## config.mk

```make
export PLATFORM = sky130hd
export DESIGN_NAME = seg7_scan_capture
export DESIGN_NICKNAME = d
export VERILOG_FILES = /design/src/rtl/seg7_pkg.sv /design/src/rtl/seg7_decode.sv /design/src/rtl/seg7_scan_capture.sv
export SDC_FILE = /design/constraint.sdc
export NUM_CORES = 1
export LEC_CHECK = 0
export BUFFER_PORTS_ARGS = -buffer_cell sky130_fd_sc_hd__buf_2
export CAP_MARGIN = 25
export CORE_ASPECT_RATIO = 1.75
export CORE_UTILIZATION = 51
export DETAILED_ROUTE_END_ITERATION = 8
export PLACE_DENSITY = 0.75
export SYNTH_ARGS = -nofsm -noshare
export SYNTH_HDL_FRONTEND = slang
export SYNTH_SLANG_ARGS = --single-unit
```

## constraint.sdc

```tcl
create_clock -name clk -period 3.7 [get_ports clk]
set_clock_uncertainty 0.05 [all_clocks]
set_input_delay 0.37 -clock clk [delete_from_list [all_inputs] [get_ports clk]]
set_output_delay 0.37 -clock clk [all_outputs]
set_load 0.01 [all_outputs]
```

## src/rtl/seg7_pkg.sv

```systemverilog
// Shared constants and types for the 7-segment scan capture block.
// Patterns are written a..g left to right, active low (0 = lit).
package seg7_pkg;

  typedef logic [0:6] seg_t;

  localparam seg_t SEG_BLANK = 7'b1111111;

  localparam seg_t SEG_PAT [16] = '{
    7'b0000001, 7'b1001111, 7'b0010010, 7'b0000110,
    7'b1001100, 7'b0100100, 7'b0100000, 7'b0001111,
    7'b0000000, 7'b0000100, 7'b0001000, 7'b1100000,
    7'b0110001, 7'b1000010, 7'b0110000, 7'b0111000
  };

  typedef struct packed {
    logic [3:0] nib;
    logic       err;
  } slot_t;

  // A strobe is a real digit select only when exactly one line is pulled low.
  function automatic logic an_onehot0(input logic [3:0] an);
    return $countones(~an) == 1;
  endfunction

endpackage

```

## src/rtl/seg7_decode.sv

```systemverilog
// Combinational segment-pattern to hex-nibble decoder.
// Anything outside the sixteen glyphs (blank included) is flagged illegal.
module seg7_decode
  import seg7_pkg::*;
(
  input  logic [0:6] seg,
  output logic [3:0] nibble,
  output logic       illegal
);

  always_comb begin
    nibble  = 4'h0;
    illegal = 1'b1;
    for (int i = 0; i < 16; i++) begin
      if (seg == SEG_PAT[i]) begin
        nibble  = 4'(i);
        illegal = 1'b0;
      end
    end
  end

endmodule

```

## src/rtl/seg7_scan_capture.sv

```systemverilog
// Samples a multiplexed 7-segment display bus and rebuilds the 4-digit
// hex value, emitting one hex_valid pulse per complete frame.
module seg7_scan_capture
  import seg7_pkg::*;
#(
  parameter int STABLE_CYCLES = 4
) (
  input  logic        clk,
  input  logic        resetn,
  input  logic [0:6]  seg,
  input  logic [3:0]  an,
  output logic [15:0] hex_value,
  output logic [3:0]  hex_err,
  output logic        hex_valid
);

  localparam logic [7:0] CMAX = 8'(STABLE_CYCLES - 1);
  localparam logic [7:0] CHIT = 8'(STABLE_CYCLES - 2);

  logic [3:0] an_s1, an_s2, an_p;
  logic [0:6] seg_s1, seg_s2, seg_p;
  logic [7:0] cnt;
  logic       same, hit, full;
  logic [3:0] mask;
  slot_t      dec;
  slot_t [3:0] slots;

  // Sync stages plus one history stage for change detection; idle = blank, no strobe.
  always_ff @(posedge clk or negedge resetn) begin
    if (!resetn) begin
      an_s1  <= 4'hF;
      an_s2  <= 4'hF;
      an_p   <= 4'hF;
      seg_s1 <= SEG_BLANK;
      seg_s2 <= SEG_BLANK;
      seg_p  <= SEG_BLANK;
    end else begin
      an_s1  <= an;
      an_s2  <= an_s1;
      an_p   <= an_s2;
      seg_s1 <= seg;
      seg_s2 <= seg_s1;
      seg_p  <= seg_s2;
    end
  end

  seg7_decode u_dec (
    .seg     (seg_s2),
    .nibble  (dec.nib),
    .illegal (dec.err)
  );

  assign same = (an_s2 == an_p) && (seg_s2 == seg_p);
  // Counter saturates at CMAX, so a single dwell can only hit once.
  assign hit  = same && (cnt == CHIT) && an_onehot0(an_s2);
  assign full = &mask;

  always_ff @(posedge clk or negedge resetn) begin
    if (!resetn)         cnt <= 8'd0;
    else if (!same)      cnt <= 8'd0;
    else if (cnt != CMAX) cnt <= cnt + 8'd1;
  end

  always_ff @(posedge clk or negedge resetn) begin
    if (!resetn) begin
      slots <= '0;
    end else if (hit) begin
      for (int i = 0; i < 4; i++)
        if (!an_s2[i]) slots[i] <= dec;
    end
  end

  // A digit landing on the clearing cycle seeds the next frame's mask.
  always_ff @(posedge clk or negedge resetn) begin
    if (!resetn)   mask <= 4'h0;
    else if (full) mask <= hit ? ~an_s2 : 4'h0;
    else if (hit)  mask <= mask | ~an_s2;
  end

  always_ff @(posedge clk or negedge resetn) begin
    if (!resetn) begin
      hex_value <= 16'h0000;
      hex_err   <= 4'h0;
      hex_valid <= 1'b0;
    end else begin
      hex_valid <= full;
      if (full) begin
        for (int i = 0; i < 4; i++) begin
          hex_value[4*i +: 4] <= slots[i].nib;
          hex_err[i]          <= slots[i].err;
        end
      end
    end
  end

endmodule

```

==> impl_metrics.json <==
{
  "max_stage_delay_ps": 600,
  "slowest_stage": "dfstp_2",
  "yosys.area.top_type": "dfrtp_1",
  "synth_top_area_share": 0.3774,
  "finalSetupTns_ps": 0,
  "die_area_um2": 7241,
  "drtIter0Drc": 113,
  "powerDensity_nw_per_um2": 490.2,
  "ant_nets": 0,
  "wire_per_inst_um": 14.72,
  "num_rows": 39,
  "max-clock-path-buffers": 2,
  "antenna_found_initial": 0,
  "ys_types": 37,
  "outcome": "finished, final reports clean",
  "cts_buffers": 9,
  "gp_congestion": 0.8438,
  "syn_inst": 294,
  "first_pass_iters": 4,
  "grt_pass1_wl_um": 10470,
  "synth_nets": 312,
  "ys_ff_latch": 86,
  "cts.sinks": 86,
  "ioPinCount": 34,
  "grt_pass1_vias": 2201,
  "required_ps": 3870,
  "async_flop_share": 1.000,
  "yosysWarnings": 0,
  "clk_pin_slew_ps": 60,
  "setup_viol": 0,
  "overflow": 0,
  "coreArea_um2": 6588,
  "vias_per_cell": 5.207,
  "grt_max_degree": 87,
  "swShare": 0.2079,
  "cts_tree": "done",
  "cp_common_cell": "ha_1",
  "start_util": 0.5335,
  "fp.dieW_um": 64.76,
  "fin_crit_sh": 0.7758,
  "period_needed_ps": 2870,
  "max_slew_margin": 0.3486,
  "leakage_nw": 2.026,
  "hp-class": "input pin to flip-flop",
  "p_int_mw": 1.596,
  "slew_violations": 0,
  "pwr-share-clk": 0.472,
  "synth-edff-count": 0,
  "area_growth_pct": 16.95,
  "final_nets": 347,
  "synthTopCellsByArea": "dfrtp_1 (38%), dfstp_2 (25%), nand2_1 (7.0%)",
  "rsz0062_at_grt": "no",
  "peakVddDrop_v": 0.0003794,
  "h-tree-depth": 3,
  "drive_above_1_share": 0.3383,
  "max_cap_viol_count": 0,
  "grt.total_usage": 0.1954,
  "fmax_mhz": 348.4,
  "hold_violations": 0,
  "port_buffers": 33,
  "hpwl_um": 4086,
  "syn_avg_cell_area_um2": 11.95,
  "ys_seq_area_frac": 0.6241,
  "crit_chain": "fa_1, inv_1, ha_1, ha_1, nor2_1, nand3_1, nor4_4, mux2_2",
  "synthFlopType": "dfrtp_1",
  "die_h_um": 111.8,
  "clk_latency_ps": 330,
  "diodes": 0,
  "hold_slack_ps": 81.79,
  "remaining_drc_errors": 0,
  "crit_arrival_ps": 3040,
  "cts_root_buf": "clkbuf_16",
  "power_frac_comb": 0.033,
  "critPathCaptureType": "flip-flop",
  "startpoint_type": "flip-flop",
  "vias": 2166,
  "pwr-share-seq": 0.495,
  "fillers": 524,
  "cp_max_fo": 6,
  "drt_wl_total_um": 6122,
  "p_sw_mw": 0.4190,
  "worst-setup-path-type": "flip-flop to flip-flop",
  "syn_area_um2": 3515,
  "tightest_slew_ps": 964.4
}
power groups by stage:
stage / combinational (mW) / clock [mW] / sequential (mW)
floorplan: 0.0393 / 0 / 1.00
global placement: 0.0609 / 0 / 1.01
detailed placement: 0.0630 / 0 / 1.01
CTS: 0.0635 / 0.965 / 0.998
global route: 0.0756 / 1.01 / 1.00
finish: 0.0667 / 0.950 / 0.998
sequential cells by signal, summed over array words and instances, names as in the netlist:
| register | count |
|---|---|
| an_p | 4 |
| seg_s2 | 7 |
| hex_value | 16 |
| cnt | 8 |
| seg_s1 | 7 |
| hex_valid | 1 |
| slots | 20 |
| mask | 4 |
| hex_err | 4 |
| an_s1 | 4 |
| an_s2 | 4 |
| seg_p | 7 |
per-layer routing:
metal / vias up / wire [um] / track usage
met1: 1058 / 2546 / 0.2296
li1: 1054 / - / -
met3: 13 / 176 / 0.05225
met4: 0 / 140 / 0.08444
met5: - / 0 / 0
met2: 41 / 3259 / 0.3285
cells in the final DEF, fill, tap and decap left out, drive strengths merged, types with 4 or more instances in the layout:
master,Yosys,layout
dfstp,33,33
nand2b,6,6
xor2,16,16
buf,1,35
nor4,7,7
a21o,4,4
o21ai,4,4
nor2,18,18
clkbuf,11,13
mux2,21,21
ha,4,4
nand3,9,9
inv,5,5
nand2,66,66
nor3,7,7
dfrtp,53,53
worst paths after layout:
check	from	end	slack (ps)	cells after the start
hold / removal	seg[2]	seg_s1[2]	80	1
setup reg to reg	an_s2[1]	slots[8]	830	8
min in group asynchronous	resetn	cnt[5]	460	2
hold reg to reg	seg_s1[0]	seg_s2[0]	300	0
setup / recovery	an_s2[1]	slots[8]	830	8
max in group asynchronous	resetn	an_s2[3]	2500	3
cell type report:
class	count	area [um^2]	area share
clock buffer	13	314.1	0.07641
clock inverter	3	18.77	0.004566
inverter	5	18.77	0.004566
multi-input combinational	191	1250	0.3041
sequential	86	2193	0.5336
tap	82	102.6	0.02496
timing repair buffer	36	212.7	0.05175
logic make-up after synthesis:
logic type,Yosys count,share of synthesized area
AND/OR/NAND/NOR,127,0.1833
flip-flops,86,0.6241
AO/OA/AOI/OAI,21,0.04272
multiplexers,21,0.06728
XOR/XNOR,17,0.04236
buffers and inverters,17,0.02029
adder cells (fa/ha/maj),5,0.01994
cell usage after synthesis, types with 2 or more instances:
| cell type | number |
|---|---|
| nand2_1 | 66 |
| dfrtp_1 | 53 |
| dfstp_2 | 33 |
| mux2_2 | 21 |
| nor2_1 | 18 |
| xor2_1 | 16 |
| clkbuf_1 | 11 |
| nand3_1 | 8 |
| nor3_1 | 7 |
| nand2b_1 | 6 |
| inv_1 | 5 |
| a21o_1 | 4 |
| ha_1 | 4 |
| nor4_4 | 4 |
| o21ai_0 | 4 |
| a211oi_1 | 3 |
| a21oi_1 | 3 |
| nand4_1 | 3 |
| nor4_1 | 3 |
| and3_1 | 2 |
| nand3b_1 | 2 |
| o31ai_1 | 2 |
| or2_2 | 2 |
metrics by stage:
step / util / instance area [um^2] / setup slack (ps) / instances / power [mW]
after floorplan: - / 3515 / 1044 / 294 / 1.040
final: 0.6239 / 4110 / 829.7 / 416 / 2.015
after global routing: 0.6239 / 4110 / 688.5 / 416 / 2.084
after detailed placement: 0.5677 / 3740 / 834.3 / 398 / 1.077
after global placement: 0.5677 / 3740 / 912.4 / 398 / 1.074
after CTS: 0.6182 / 4073 / 803.5 / 414 / 2.027
critical path: cells and delay by family (launching register included):
| kind | cells | cell delay (ps) |
|---|---|---|
| buffers and inverters | 1 | 60 |
| adder cells (fa/ha/maj) | 3 | 790 |
| multiplexers | 1 | 390 |
| AND/OR/NAND/NOR | 3 | 860 |
| flip-flops | 1 | 600 |
what timing repair did:
action,CTS,global route
hold endpoints to repair,0,4
hold buffers,0,1
gates resized for setup,0,0
setup endpoints to repair,0,0
setup buffers,0,0
Note: power is estimated with default switching activity, not from simulation.
